[config.mk]
export PLATFORM = sky130hd
export DESIGN_NAME = sc_regbank_wr_arbiter
export DESIGN_NICKNAME = d
export VERILOG_FILES = /design/src/rtl/sc_regbank_wr_arbiter.sv
export SDC_FILE = /design/constraint.sdc
export NUM_CORES = 1
export LEC_CHECK = 0
export BUFFER_PORTS_ARGS = -buffer_cell sky130_fd_sc_hd__buf_2
export CORE_MARGIN = 3
export CORE_UTILIZATION = 40
export DETAILED_ROUTE_END_ITERATION = 8
export GPL_ROUTABILITY_DRIVEN = 0
export PLACE_DENSITY = 0.75
export SLEW_MARGIN = 5
export SYNTH_ARGS = -nofsm -noshare
export SYNTH_HDL_FRONTEND = slang
export SYNTH_SLANG_ARGS = --single-unit
export TNS_END_PERCENT = 20
[constraint.sdc]
create_clock -name SC_RegBankArb_CLOCK_50 -period 2.2 [get_ports SC_RegBankArb_CLOCK_50]
set_input_delay 0.11 -clock SC_RegBankArb_CLOCK_50 [delete_from_list [all_inputs] [get_ports SC_RegBankArb_CLOCK_50]]
set_output_delay 0.11 -clock SC_RegBankArb_CLOCK_50 [all_outputs]
set_load 0.02 [all_outputs]
[src/rtl/sc_regbank_wr_arbiter.sv]
// Round-robin arbiter for the single write port of the register bank.
// Registers the winning write, drives a one-cycle load strobe, and rejects writes to fixed registers.
module sc_regbank_wr_arbiter #(
  parameter int unsigned                   DATAWIDTH_BUS = 32,
  parameter int unsigned                   ADDRWIDTH     = 4,
  parameter int unsigned                   NUM_REQ       = 4,
  parameter logic [(2**ADDRWIDTH)-1:0]     PROTECT_MASK  = 16'h0001
) (
  input  logic                             SC_RegBankArb_CLOCK_50,
  input  logic                             SC_RegBankArb_Reset_InHigh,
  input  logic                             SC_RegBankArb_Halt_InHigh,
  input  logic [NUM_REQ-1:0]               SC_RegBankArb_Req_In,
  input  logic [NUM_REQ*ADDRWIDTH-1:0]     SC_RegBankArb_Addr_In,
  input  logic [NUM_REQ*DATAWIDTH_BUS-1:0] SC_RegBankArb_Data_In,
  output logic [NUM_REQ-1:0]               SC_RegBankArb_Ack_Out,
  output logic [NUM_REQ-1:0]               SC_RegBankArb_Err_Out,
  output logic [(2**ADDRWIDTH)-1:0]        SC_RegBankArb_Load_Out,
  output logic [DATAWIDTH_BUS-1:0]         SC_RegBankArb_DataBUS_Out,
  output logic                             SC_RegBankArb_Busy_Out,
  output logic [15:0]                      SC_RegBankArb_WrCount_Out
);

  localparam int unsigned NumRegs = 2**ADDRWIDTH;
  localparam int unsigned IdxW    = (NUM_REQ > 1) ? $clog2(NUM_REQ) : 1;

  typedef enum logic {StIdle, StWrite} state_e;

  state_e                   r_state;
  logic [IdxW-1:0]          r_ptr;
  logic [NUM_REQ-1:0]       r_ack;
  logic [NUM_REQ-1:0]       r_err;
  logic [NumRegs-1:0]       r_load;
  logic [DATAWIDTH_BUS-1:0] r_data_bus;
  logic                     r_busy;
  logic [15:0]              r_wr_count;

  logic [ADDRWIDTH-1:0]     w_addr_arr [NUM_REQ];
  logic [DATAWIDTH_BUS-1:0] w_data_arr [NUM_REQ];
  logic                     w_found;
  logic [IdxW-1:0]          w_winner;
  logic [ADDRWIDTH-1:0]     w_win_addr;
  logic [DATAWIDTH_BUS-1:0] w_win_data;
  logic                     w_protected;
  logic [NumRegs-1:0]       w_load_onehot;
  logic [NUM_REQ-1:0]       w_req_onehot;

  always_comb begin
    for (int k = 0; k < NUM_REQ; k++) begin
      w_addr_arr[k] = SC_RegBankArb_Addr_In[k*ADDRWIDTH +: ADDRWIDTH];
      w_data_arr[k] = SC_RegBankArb_Data_In[k*DATAWIDTH_BUS +: DATAWIDTH_BUS];
    end
  end

  // Scan ptr+1 .. ptr+NUM_REQ so the last winner has lowest priority.
  always_comb begin
    int unsigned     v_idx;
    logic [IdxW-1:0] v_cand;
    w_found  = 1'b0;
    w_winner = '0;
    v_idx    = 0;
    v_cand   = '0;
    for (int unsigned i = 1; i <= NUM_REQ; i++) begin
      v_idx  = (32'(r_ptr) + i) % NUM_REQ;
      v_cand = IdxW'(v_idx);
      if (!w_found && SC_RegBankArb_Req_In[v_cand]) begin
        w_found  = 1'b1;
        w_winner = v_cand;
      end
    end
  end

  assign w_win_addr    = w_addr_arr[w_winner];
  assign w_win_data    = w_data_arr[w_winner];
  assign w_protected   = PROTECT_MASK[w_win_addr];
  assign w_load_onehot = NumRegs'(1) << w_win_addr;
  assign w_req_onehot  = NUM_REQ'(1) << w_winner;

  // Strobes are loaded on the IDLE->WRITE edge so they are visible for exactly the WRITE cycle.
  always_ff @(posedge SC_RegBankArb_CLOCK_50) begin
    if (SC_RegBankArb_Reset_InHigh) begin
      r_state    <= StIdle;
      r_ptr      <= IdxW'(NUM_REQ - 1);
      r_ack      <= '0;
      r_err      <= '0;
      r_load     <= '0;
      r_data_bus <= '0;
      r_busy     <= 1'b0;
      r_wr_count <= '0;
    end else begin
      case (r_state)
        StIdle: begin
          if (!SC_RegBankArb_Halt_InHigh && w_found) begin
            r_state    <= StWrite;
            r_busy     <= 1'b1;
            r_data_bus <= w_win_data;
            r_ptr      <= w_winner;
            if (w_protected) begin
              r_err  <= w_req_onehot;
              r_load <= '0;
            end else begin
              r_ack      <= w_req_onehot;
              r_load     <= w_load_onehot;
              r_wr_count <= r_wr_count + 16'd1;
            end
          end
        end
        StWrite: begin
          r_state <= StIdle;
          r_busy  <= 1'b0;
          r_ack   <= '0;
          r_err   <= '0;
          r_load  <= '0;
        end
        default: r_state <= StIdle;
      endcase
    end
  end

  assign SC_RegBankArb_Ack_Out     = r_ack;
  assign SC_RegBankArb_Err_Out     = r_err;
  assign SC_RegBankArb_Load_Out    = r_load;
  assign SC_RegBankArb_DataBUS_Out = r_data_bus;
  assign SC_RegBankArb_Busy_Out    = r_busy;
  assign SC_RegBankArb_WrCount_Out = r_wr_count;

  a_load_onehot0: assert property (@(posedge SC_RegBankArb_CLOCK_50) $onehot0(r_load));
  a_ack_err_excl: assert property (@(posedge SC_RegBankArb_CLOCK_50) (r_ack & r_err) == '0);
  a_ack_onehot0:  assert property (@(posedge SC_RegBankArb_CLOCK_50) $onehot0(r_ack | r_err));

endmodule

# Word-level counts from Yosys, hierarchy flattened
# Memories as Yosys holds them, arrays and structs flattened.
# Cells that the tools add are included.
# word_totals
out_inout_bits,73
register_bits,76
memories,1
elab_cells,76
mem_bits_ro,16
input_bits,151
# classes
bitwise_logic,3
magnitude_cmp,6
muxes,36
eq_ne,3
shift,2
n_addsub,5
reduce_logical,12
# mem_list
name,words,word_bits,rd,rd_clocked_by_memory_dff,write_ports,line,text
(no name shown),16,1,1,0,0,74,assign w_protected = PROTECT_MASK[w_win_addr];
# ops
operator,count
$bmux 32 s2,1
$mux 32,2
$mux 16,2
$pmux 16 s2,1
$mux 4,6
$add 16x1->16 const B,1
$pmux 4 s2,2
$shl 1x4->16 const A,1
$lt 2x3->1 const B,4
$mux 1,11
$bmux 1 s2,4
$bmux 4 s2,1
$mux 2,4
$ne 2x2->1 const B,3
$reduce_and 2->1,3
$lt 4x5->1 const B,1
$add 2x1->2 const B,2
$add 2x2->2 const B,2
$logic_and 1x1->1,4
$logic_not 1->1,4
$pmux 1 s2,2
$shl 1x2->4 const A,1
$ge 3x3->1 const B,1
$not 2->3,1
other kinds (2),3

# Logic depth before layout (Yosys ltp)
# Gate-level depths: netlist of run 1.
# depth
depth_word,22
mapped_depth,10
ltp_nobuf,7

# Worst setup path before layout of run 1
# Ideal clock, no wire load.
# synth_path
path_kind,flip-flop to flip-flop
from,reg r_ptr[0]
to,reg r_wr_count[12] (netlist: SC_RegBankArb_WrCount_Out[12])
setup_slack_ns,-0.140
required_ns,2.072
n_path_buf,1
arrival_time_ns,2.213
synth_period_minus_slack_ns,2.340
setup_ns,0.128
path_stages_with_launch,9
path_cell_list,dfxtp_1 > nand2b_2 > a311oi_4 > buf_6 > mux2i_1 > mux2i_4 > a2111oi_1 > xnor2_1 > nor2_1
# synth_between
elab_chain_cells,21
word_cells_on_any_way,35
classes_between,4 x add/sub; 20 x mux; 2 x bitwise; 8 x reduce/logical; 1 x memory
# synth_rtl
item,line,text
"start, declared",29,logic [IdxW-1:0] r_ptr;
"start signal, assigned",82,r_ptr <= IdxW'(NUM_REQ - 1);
"start signal, assigned",96,r_ptr <= w_winner;
$add 2x1->2,63,v_idx = (32'(r_ptr) + i) % NUM_REQ;
$bmux 1 s2,65,if (!w_found && SC_RegBankArb_Req_In[v_cand]) begin
$mux 1 (implied by the code),65,
$mux 1,65,
$logic_not 1->1,65,
$logic_and 1x1->1,65,
$mux 1,65,
$logic_not 1->1,65,
(+4 left out),--,
$mux 2,65,
$not 2->3 (implied by the code),72,assign w_win_addr = w_addr_arr[w_winner];
$bmux 4 s2,72,
$mux 4 (implied by the code) (2 in a row),72,
$mem_v2 16x1,--,
$mux 1 (implied by the code),74,
$not 1->1 (no source line),--,
$reduce_and 3->1 (no source line) *,--,
"end signal, assigned",103,r_wr_count <= r_wr_count + 16'd1;
"end, declared",35,logic [15:0] r_wr_count;
# Mark *: on every way between the ends. The rest lies on a longest branch, timed or not. The select of a mux whose other input is x is not followed.
# A chain may end at the register's enable or synchronous reset.

# Final worst setup path of run 1
# layout_path
from,reg r_ptr[0]
to,reg r_ack[3] (netlist: SC_RegBankArb_Ack_Out[3])
# layout_between
elab_chain_cells,21
word_cells_on_any_way,40
classes_between,4 x add/sub; 2 x eq/ne; 1 x shift; 23 x mux; 1 x bitwise; 8 x reduce/logical; 1 x memory
# layout_rtl
item,line,text
$add 2x1->2,63,
$bmux 1 s2,65,
$mux 1 (implied by the code),65,
$mux 1,65,
$logic_not 1->1,65,
$logic_and 1x1->1,65,
$mux 1,65,
$logic_not 1->1,65,
(+4 left out),--,
$mux 2,65,
$not 2->3 (implied by the code),72,
$bmux 4 s2,72,
$mux 4 (implied by the code) (2 in a row),72,
$mem_v2 16x1,--,
$mux 1 (implied by the code),74,
$ne 2x2->1 (no source line),--,
$reduce_and 2->1 (no source line),--,
"end signal, assigned",101,r_ack <= w_req_onehot;
"end, declared",30,logic [NUM_REQ-1:0] r_ack;
# Several ways; a longest one is shown, not always the timed one. The select of a mux whose other input is x is not followed.

==> results of run 1 <==
[placed cells by master (no fill, tap or decap), types with 2 or more instances in the layout]
cell type	n
a2111oi_4	4
bufinv_16	2
mux2i_4	6
dfxtp_1	73
or2_2	2
a211oi_2	3
mux2_2	30
and2_1	4
clkinvlp_4	3
a21oi_2	2
nand3b_1	5
nand2_1	3
a21oi_1	11
buf_4	35
buf_12	6
clkbuf_8	9
buf_2	222
nand4_1	5
mux2i_2	5
nand2b_1	2
mux2i_1	13
a311o_1	2
a211oi_1	36
nor2_1	91
inv_1	7
buf_6	3
nand3_1	8
a222oi_1	29
a21oi_4	2
a22oi_1	15
clkinv_2	2
xnor2_1	13
[final timing paths]
kind                                            start                                     to  slack (ps)  cells after the start
setup / recovery                r_ptr[0]$_SDFFE_PP1P_  SC_RegBankArb_Ack_Out[3]$_SDFFE_PP0P_        -100                      9
hold / removal              SC_RegBankArb_Halt_InHigh    SC_RegBankArb_Busy_Out$_SDFFE_PP0P_         140                      4
setup reg to reg                r_ptr[0]$_SDFFE_PP1P_  SC_RegBankArb_Ack_Out[3]$_SDFFE_PP0P_        -100                      9
hold reg to reg   SC_RegBankArb_Busy_Out$_SDFFE_PP0P_    SC_RegBankArb_Busy_Out$_SDFFE_PP0P_         470                      2
[final cells by class]
cell class	count	area, µm²
sequential	75	1506
clock buffer	9	123.9
fill	844	3812
multi-input combinational	325	2605
timing repair buffer	266	1528
clock inverter	7	92.59
tap	133	166.4
inverter	8	30.03
[power by group]
part / switching, mW / internal (mW) / total [mW] / leakage, nW
Combinational: 0.700 / 0.597 / 1.30 / 1.99
Clock: 0.541 / 0.634 / 1.17 / 0.101
Sequential: 0.0483 / 1.44 / 1.49 / 0.613
Total: 1.29 / 2.67 / 3.96 / 2.70
[flip-flops by register name, indices dropped and copies added, names as in the netlist]
register                   count
r_state                        1
r_ptr                          2
SC_RegBankArb_Ack_Out          4
SC_RegBankArb_Load_Out        15
SC_RegBankArb_WrCount_Out     16
SC_RegBankArb_Err_Out          4
SC_RegBankArb_DataBUS_Out     32
SC_RegBankArb_Busy_Out         1
[metal layers]
layer | up-vias | share of wire (%)
li1 | 2170 | -
met1 | 2196 | 40
met2 | 222 | 50
met3 | 28 | 8.5
met4 | 0 | 1.6
met5 | - | 0
[per-stage QoR]
| stage | instance area, µm² | util (%) | TNS, ps |
|---|---|---|---|
| after global routing | 6052 | 61.35 | -4976 |
| after global placement | 5597 | 56.74 | -2935 |
| after CTS | 5963 | 60.45 | -462.0 |
| after detailed placement | 5597 | 56.74 | -8826 |
| final | 6052 | 61.35 | -1282 |
| after floorplan | 4130 | - | -0.5898 |
[kinds of logic after synthesis]
group,Yosys count
other,1
AOI/OAI and AO/OA,120
adders and majority gates,1
and+or+nand+nor,134
xor gates and xnor gates,13
DFF,75
buffers and inverters,47
muxes,54
[critical path, cell delays in order (launching register included)]
cell and delay, ps:
dfxtp_2 350, nand2b_4 170, a311oi_4 270, buf_6 220, mux2i_4 300, mux2i_4 200
buf_12 180, a21boi_4 230, mux2i_1 220, nor2_1 60
[timing repair]
| item | 4_1_cts | 5_1_grt |
|---|---|---|
| hold buffers | 0 | 0 |
| setup buffers | 2 | 1 |
| gates cloned | 2 | 0 |
| resized for setup | 23 | 13 |
| setup endpoints to repair | 68 | 59 |
| pin swaps | 4 | 10 |
==> flow_summary.toml, run 1 <==
[status]
status = "finished with violations"
violations = "DRC, setup timing"

[timing]
drv_slew = 0
hold_viol_final = 0
worst_slack_ps = -102.9
post-route-period-util_pct = 104.7
tightest_slew_ps = 626.5
setup_viol = 25
fin_skew_ps = 7.537
fmax_ghz = 0.4342
rsz0062_at_grt = "true"
fin_hold_ws_ps = 144.6
slew_headroom_pct = 58.23
fin_crit_ps = 2303

[pwr]
total_power_mw = 3.957
p_leak_nw = 2.703
power.density_nw_per_um2 = 653.9
ir_drop_mv = 0.3015

[logic_synthesis]
synth_compound_area_share_pct = 24.75
synthArstFlopShare_pct = 0
synth_mux_area_share_pct = 14.82
synth.top_cells.by_count = "nor2_1, dfxtp_1, a211oi_1"
yosysSeqAreaShare_pct = 36.75
synth_cells = 445
yosysUniqueCellTypes = 53
synth_area_um2 = 4085
synthAdderAreaFrac_pct = 0.3063
yosysTopAreaCellShare_pct = 36.75
synth_top_family_by_area = "compound AO/OA/AOI/OAI gates"
syn_avg_cell_area_um2 = 9.180
syn_nets = 597
synth-xor-area-share_pct = 2.787
synthMostInstantiatedCell = "nor2_1"
synthFlopType = "dfxtp_1"
synth_edf_count = 0
synthSimpleGateAreaFrac_pct = 15.13
yosysTopAreaCell = "dfxtp_1"
ys_ff_latch = 75
synthTopCellsByArea = "dfxtp_1, mux2_2, nor2_1"
yosys_warnings = 0

[layout]
antenna_cells = 0
final_cells = 823
final_nets = 837
drive_gt1_share_pct = 51.74
area_growth_pct = 48.15

[floorplanning]
core_area_um2 = 9864
initial_core_util_pct = 41.41
num_rows = 36
ioPinCount = 224
fp.dieH_um = 107.1
dieArea_um2 = 11460
die_w_um = 107.1

[clocking]
cts.clk_slew.worst_paths_ps = 80
clock-root-buffer = "clkbuf_8"
cts_buffers = 9
cts_buffer_depth = 2
clk_latency_ps = 360
htree_levels = 3
cts_sinks = 75
tritoncts = "built"

[job]
max_cap_violations = 0

[place]
dp_cells = 802
dpl.hpwl_um = 10940
portBuffers = 222
dp_slack_ps = -244.8

[global_route]
grtUsageMet2_pct = 39.37
grt_max_degree = 64
grt_pass1_vias = 4406
top_usage_layer = "met2"
grt_pass1_wl_um = 22300
grt_overflow = 0
grt_usage_pct = 24.45
grt_util_met3_pct = 5.719
antenna_found_initial = 0
gr-usage-met1_pct = 31.91

[route]
vias = 4616
drt_first_pass_iters = 9
finalWirelength_um = 14730
drtIter0Drc = 532
drc_errors = 7
ant_nets = 0
wl_per_cell_um = 17.90
post_drt_via_cell_ratio = 5.609

[worst_setup_path]
path_max_fanout = 6
cp_data_required_time_ps = 2440
worst_setup_path_end_kind = "register"
start_kind = "register"
arrival_ps = 2550
crit_type = "reg2reg"

[hold_path]
min_path_type = "in2reg"
Power figures use the tool's default switching activity.
==> run 2: changes to the inputs <==
PLACE_DENSITY = 0.72   (was 0.75)
SKIP_LAST_GASP = 1   (was default)
clock period = 2.72 ns   (was 2.2 ns; I/O delays follow)
==> flow_summary.toml, run 2 (synthesis results as in run 1) <==
[timing]
fin_skew_ps = 12.11
drv_slew = 0
fmax_ghz = 0.3806
fin_hold_ws_ps = 187.0
fin_crit_ps = 2628
rsz0062_at_grt = "true"
setup_tns_ps = 0
post-route-period-util_pct = 96.60
slew_headroom_pct = 34.30
tightest_slew_ps = 985.5
hold_viol_final = 0
setup_viol = 0

[layout]
multi_input_area_um2 = 2430
area_growth_pct = 36.75
final_cells = 796
drive_gt1_share_pct = 47.06
nFillCells = 897
layout.area.seq_um2 = 1501
layout_common_cells = "buf_2, nor2_1, dfxtp_1"
final_nets = 810
antenna_cells = 0
largest_reg_flops = 32
final_util_pct = 56.63
mostFrequentLayoutCell = "buf_2"

[floorplanning]
ioPinCount = 224
initial_core_util_pct = 41.41
fp.dieH_um = 107.1
core_area_um2 = 9864
die_w_um = 107.1
num_rows = 36
dieArea_um2 = 11460

[global_route]
grt_pass1_wl_um = 20880
grt_overflow = 0
grt_pass1_vias = 4227
antenna_found_initial = 0
grt_usage_pct = 22.76
grt_max_degree = 46

[worst_setup_path]
crit_type = "reg2reg"
crit_path_cell_trace = "nand2b_2 -> a311oi_4 -> buf_4 -> mux2i_4 -> mux2i_4 -> a2111oi_1 -> xnor2_1 -> nor2_1"
arrival_ps = 2840
crit_slowest_cell = "a2111oi_1"
max_stage_delay_ps = 480
start_kind = "register"
path_max_fanout = 8
cp_data_required_time_ps = 2930
cpMostUsedCell = "mux2i_4"
worst_setup_path_end_kind = "register"

[pwr]
power_frac_seq_pct = 41.0
p_sw_mw = 0.9854
clkPwrFrac_pct = 27.9
p_leak_nw = 2.517
total_power_mw = 2.932
ir_drop_mv = 0.2918
p_int_mw = 1.947
switching_share_pct = 33.61
power.density_nw_per_um2 = 524.8
pwr-share-comb_pct = 31.1

[clocking]
ctsHoldBuffers = 0
clk_latency_ps = 350
cts.clk_slew.worst_paths_ps = 90
clock-root-buffer = "clkbuf_8"
tritoncts = "built"
htree_levels = 3
cts_buffers = 9
cts_buffer_depth = 2
cts_sinks = 75

[hold_path]
min_path_type = "in2reg"

[route]
drt_first_pass_iters = 6
drc_errors = 0
drtIter0Drc = 521
ant_nets = 0
wl_per_cell_um = 17.55
finalWirelength_um = 13970
post_drt_via_cell_ratio = 5.545
vias = 4414

[place]
portBuffers = 222
dpl.hpwl_um = 10640
dp_cells = 777

[job]
max_cap_violations = 0

[status]
status = "complete, no violations"
==> run 2: cell types whose count changed in the layout (fill, tap and decap cells not counted), moves of 3 or more <==
cell / previous run / this run
buf_4: 35 / 16
a2111oi_4: 4 / 0
mux2i_2: 5 / 2
buf_6: 3 / 0
buf_12: 6 / 2
mux2i_1: 13 / 17
==> run 2: timing repair <==
item                       4_1_cts  5_1_grt
setup buffers                    0        2
setup endpoints to repair        0        4
gates resized for setup          0        6
==> run 2: critical path: cells and delay by family, from the launching register on <==
| kind | cells | cell delay, ps |
|---|---|---|
| xor gates and xnor gates | 1 | 170 |
| and+or+nand+nor | 2 | 310 |
| DFF | 1 | 370 |
| muxes | 2 | 500 |
| AOI/OAI and AO/OA | 2 | 880 |
| buffers and inverters | 1 | 260 |
==> run 2: per-stage QoR <==
stage / setup WS, ps / area (µm²)
floorplan: 379.6 / 4085
global placement: 176.4 / 5324
detailed placement: 105.0 / 5324
CTS: 90.86 / 5512
global route: -37.61 / 5587
finish: 92.38 / 5587
==> run 2: area by class of cell <==
type / instances / area share (%)
timing repair buffer: 240 / 22.75
clock buffer: 11 / 2.710
multi-input combinational: 324 / 43.49
sequential: 75 / 26.88
inverter: 8 / 0.5375
tap: 133 / 2.979
clock inverter: 5 / 0.6495
==> run 2: final timing paths <==
kind | depth (start not counted) | start | slack, ps | endpoint
worst min register to register | 2 | SC_RegBankArb_DataBUS_Out[5]$_SDFFE_PP0P_ | 490 | SC_RegBankArb_DataBUS_Out[5]$_SDFFE_PP0P_
worst max-delay path | 8 | r_ptr[0]$_SDFFE_PP1P_ | 90 | SC_RegBankArb_WrCount_Out[10]$_SDFFE_PP0P_
worst max register to register | 8 | r_ptr[0]$_SDFFE_PP1P_ | 90 | SC_RegBankArb_WrCount_Out[10]$_SDFFE_PP0P_
worst min-delay path | 3 | SC_RegBankArb_Data_In[24] | 190 | SC_RegBankArb_DataBUS_Out[24]$_SDFFE_PP0P_
==> run 2: layer usage <==
| layer | wire (µm) | share of wire, % | vias up | global-route usage (%) |
|---|---|---|---|---|
| li1 | - | - | 2110 | - |
| met1 | 5827 | 42 | 2113 | 28.75 |
| met2 | 6935 | 50 | 167 | 37.62 |
| met3 | 943 | 6.7 | 24 | 4.997 |
| met4 | 265 | 1.9 | 0 | 8.950 |
| met5 | 0 | 0 | - | 0 |
==> run 2: power groups by stage <==
stage	clock network [mW]	registers (mW)	logic [mW]
final	0.818	1.20	0.912
after global placement	0	1.22	0.855
after floorplan	0	1.30	0.499
after detailed placement	0	1.23	0.874
after global routing	0.886	1.21	0.981
after CTS	0.835	1.20	0.877
==> run 3: changes to the inputs <==
CORE_UTILIZATION = 49   (was 40)
PLACE_DENSITY = 0.86   (was 0.72)
SETUP_SLACK_MARGIN = 0.4   (was default)
==> flow_summary.toml, run 3 (synthesis results as in run 1) <==
[worst_setup_path]
path_max_fanout = 7
endpoint = "SC_RegBankArb_WrCount_Out[5]$_SDFFE_PP0P_"
r2r_cells = 8
start_kind = "register"
rr_startpoint = "r_ptr[0]$_SDFFE_PP1P_"
cp_data_required_time_ps = 2950
reg2reg_slack_ps = 280
arrival_ps = 2670
crit_type = "reg2reg"
setup.worst_path.start = "r_ptr[0]$_SDFFE_PP1P_"
worst_setup_path_end_kind = "register"
timing.rr.end = "SC_RegBankArb_WrCount_Out[5]$_SDFFE_PP0P_"

[pwr]
clkPwrFrac_pct = 25.4
power_frac_seq_pct = 40.1
p_int_mw = 1.969
p_leak_nw = 2.651
power.density_nw_per_um2 = 509.6
pwr-share-comb_pct = 34.5
p_sw_mw = 1.036
switching_share_pct = 34.48
ir_drop_mv = 0.3262

[clocking]
clk_latency_ps = 350
clock-root-buffer = "clkbuf_8"
htree_levels = 3
tritoncts = "built"
cts_buffers = 9
ctsHoldBuffers = 0
cts.clk_slew.worst_paths_ps = 80
cts_buffer_depth = 2
cts_sinks = 75

[floorplanning]
dieArea_um2 = 9468
ioPinCount = 224
fp.dieH_um = 97.31
die_w_um = 97.31
core_area_um2 = 7928
num_rows = 32
initial_core_util_pct = 51.53

[layout]
mostFrequentLayoutCell = "buf_2"
final_nets = 830
largest_reg_flops = 32
final_util_pct = 74.38
area_growth_pct = 44.35
drive_gt1_share_pct = 50.22
layout_common_cells = "buf_2, nor2_1, dfxtp_1"

[timing]
fin_hold_ws_ps = 193.8
rsz0062_at_grt = "true"
tightest_slew_ps = 745.2
worst_slack_ps = 279.5
drv_slew = 0
fin_skew_ps = 19.87
fin_crit_ps = 2440
post-route-period-util_pct = 89.72
fmax_ghz = 0.4098
hold_viol_final = 0
slew_headroom_pct = 50.32
setup_viol = 0

[status]
status = "complete, no violations"

[route]
drc_errors = 0
ant_nets = 0
drt_first_pass_iters = 6
post_drt_via_cell_ratio = 5.931
finalWirelength_um = 14660
drtIter0Drc = 435
wl_per_cell_um = 18.65
vias = 4662

[hold_path]
min_path_type = "in2reg"

[job]
max_cap_violations = 0

[global_route]
antenna_found_initial = 0
grt_pass1_vias = 4457
grt_pass1_wl_um = 22240
grt_max_degree = 60
grt_overflow = 0
grt_usage_pct = 28.21

[place]
dp_slack_ps = -62.08
dpl.hpwl_um = 10310
portBuffers = 222
[run 3: cell types whose count changed in the layout (fill, tap and decap cells not counted), moves of 3 or more]
cell | before | now
buf_6 | 0 | 4
a2111oi_2 | 3 | 0
buf_4 | 16 | 29
mux2i_1 | 17 | 14
a2111oi_4 | 0 | 5
mux2i_4 | 4 | 7
[run 3: critical path, stage by stage (launching register included)]
cell     delay, ps
dfxtp_4        390
inv_2           40
a221o_1        420
a21oi_4        190
buf_8          140
mux2i_4        580
a21oi_4        150
nand3_2        110
mux2_4         300
[run 3: timing repair]
item                                    CTS  global route
resized for setup                        19            25
pin swaps                                 2            15
cloned                                    2             1
setup buffers                            12             7
endpoints found under the setup margin   68            59
[run 3: per-stage QoR]
step	power (mW)	setup TNS, ps	instance area [µm²]	std cells
finish	3.005	0	5897	786
global route	3.149	0	5894	785
global placement	2.054	0	5275	747
floorplan	1.795	0	4085	445
detailed placement	2.085	-187.3	5275	747
CTS	2.921	0	5680	777
[run 3: how the worst min path moves through the flow]
| stage | cells after the start | to | from |
|---|---|---|---|
| 3_3_place_gp | 2 | SC_RegBankArb_Busy_Out$_SDFFE_PP0P_ | SC_RegBankArb_Busy_Out$_SDFFE_PP0P_ |
| 4_1_cts | 3 | SC_RegBankArb_DataBUS_Out[27]$_SDFFE_PP0P_ | SC_RegBankArb_Data_In[123] |
| 6_report | 3 | SC_RegBankArb_DataBUS_Out[19]$_SDFFE_PP0P_ | SC_RegBankArb_Data_In[115] |
| 5_1_grt | 3 | SC_RegBankArb_DataBUS_Out[29]$_SDFFE_PP0P_ | SC_RegBankArb_Data_In[125] |
| 3_5_place_dp | 2 | SC_RegBankArb_Busy_Out$_SDFFE_PP0P_ | SC_RegBankArb_Busy_Out$_SDFFE_PP0P_ |
| 2_1_floorplan | 2 | SC_RegBankArb_WrCount_Out[5]$_SDFFE_PP0P_ | SC_RegBankArb_Reset_InHigh |
[run 3: final cells by class]
cell class | instances | area, µm²
clock buffer | 10 | 127.6
tap | 102 | 127.6
clock inverter | 6 | 42.54
fill | 622 | 2031
antenna | 1 | 2.502
multi-input combinational | 325 | 2604
inverter | 8 | 30.03
timing repair buffer | 259 | 1454
sequential | 75 | 1509
[run 3: per-layer routing]
| layer | vias up | part of all wire (%) | GRT usage [%] |
|---|---|---|---|
| li1 | 2156 | - | - |
| met1 | 2225 | 39 | 35.79 |
| met2 | 250 | 50 | 48.14 |
| met3 | 31 | 9.4 | 6.102 |
| met4 | 0 | 2.0 | 8.413 |
| met5 | - | 0 | 0 |
[run 3: power by group through the flow]
stage	combinational [mW]	clock (mW)	sequential, mW
global route	1.11	0.827	1.21
detailed placement	0.857	0	1.23
CTS	0.951	0.767	1.20
floorplan	0.499	0	1.30
finish	1.04	0.764	1.21
global placement	0.829	0	1.22
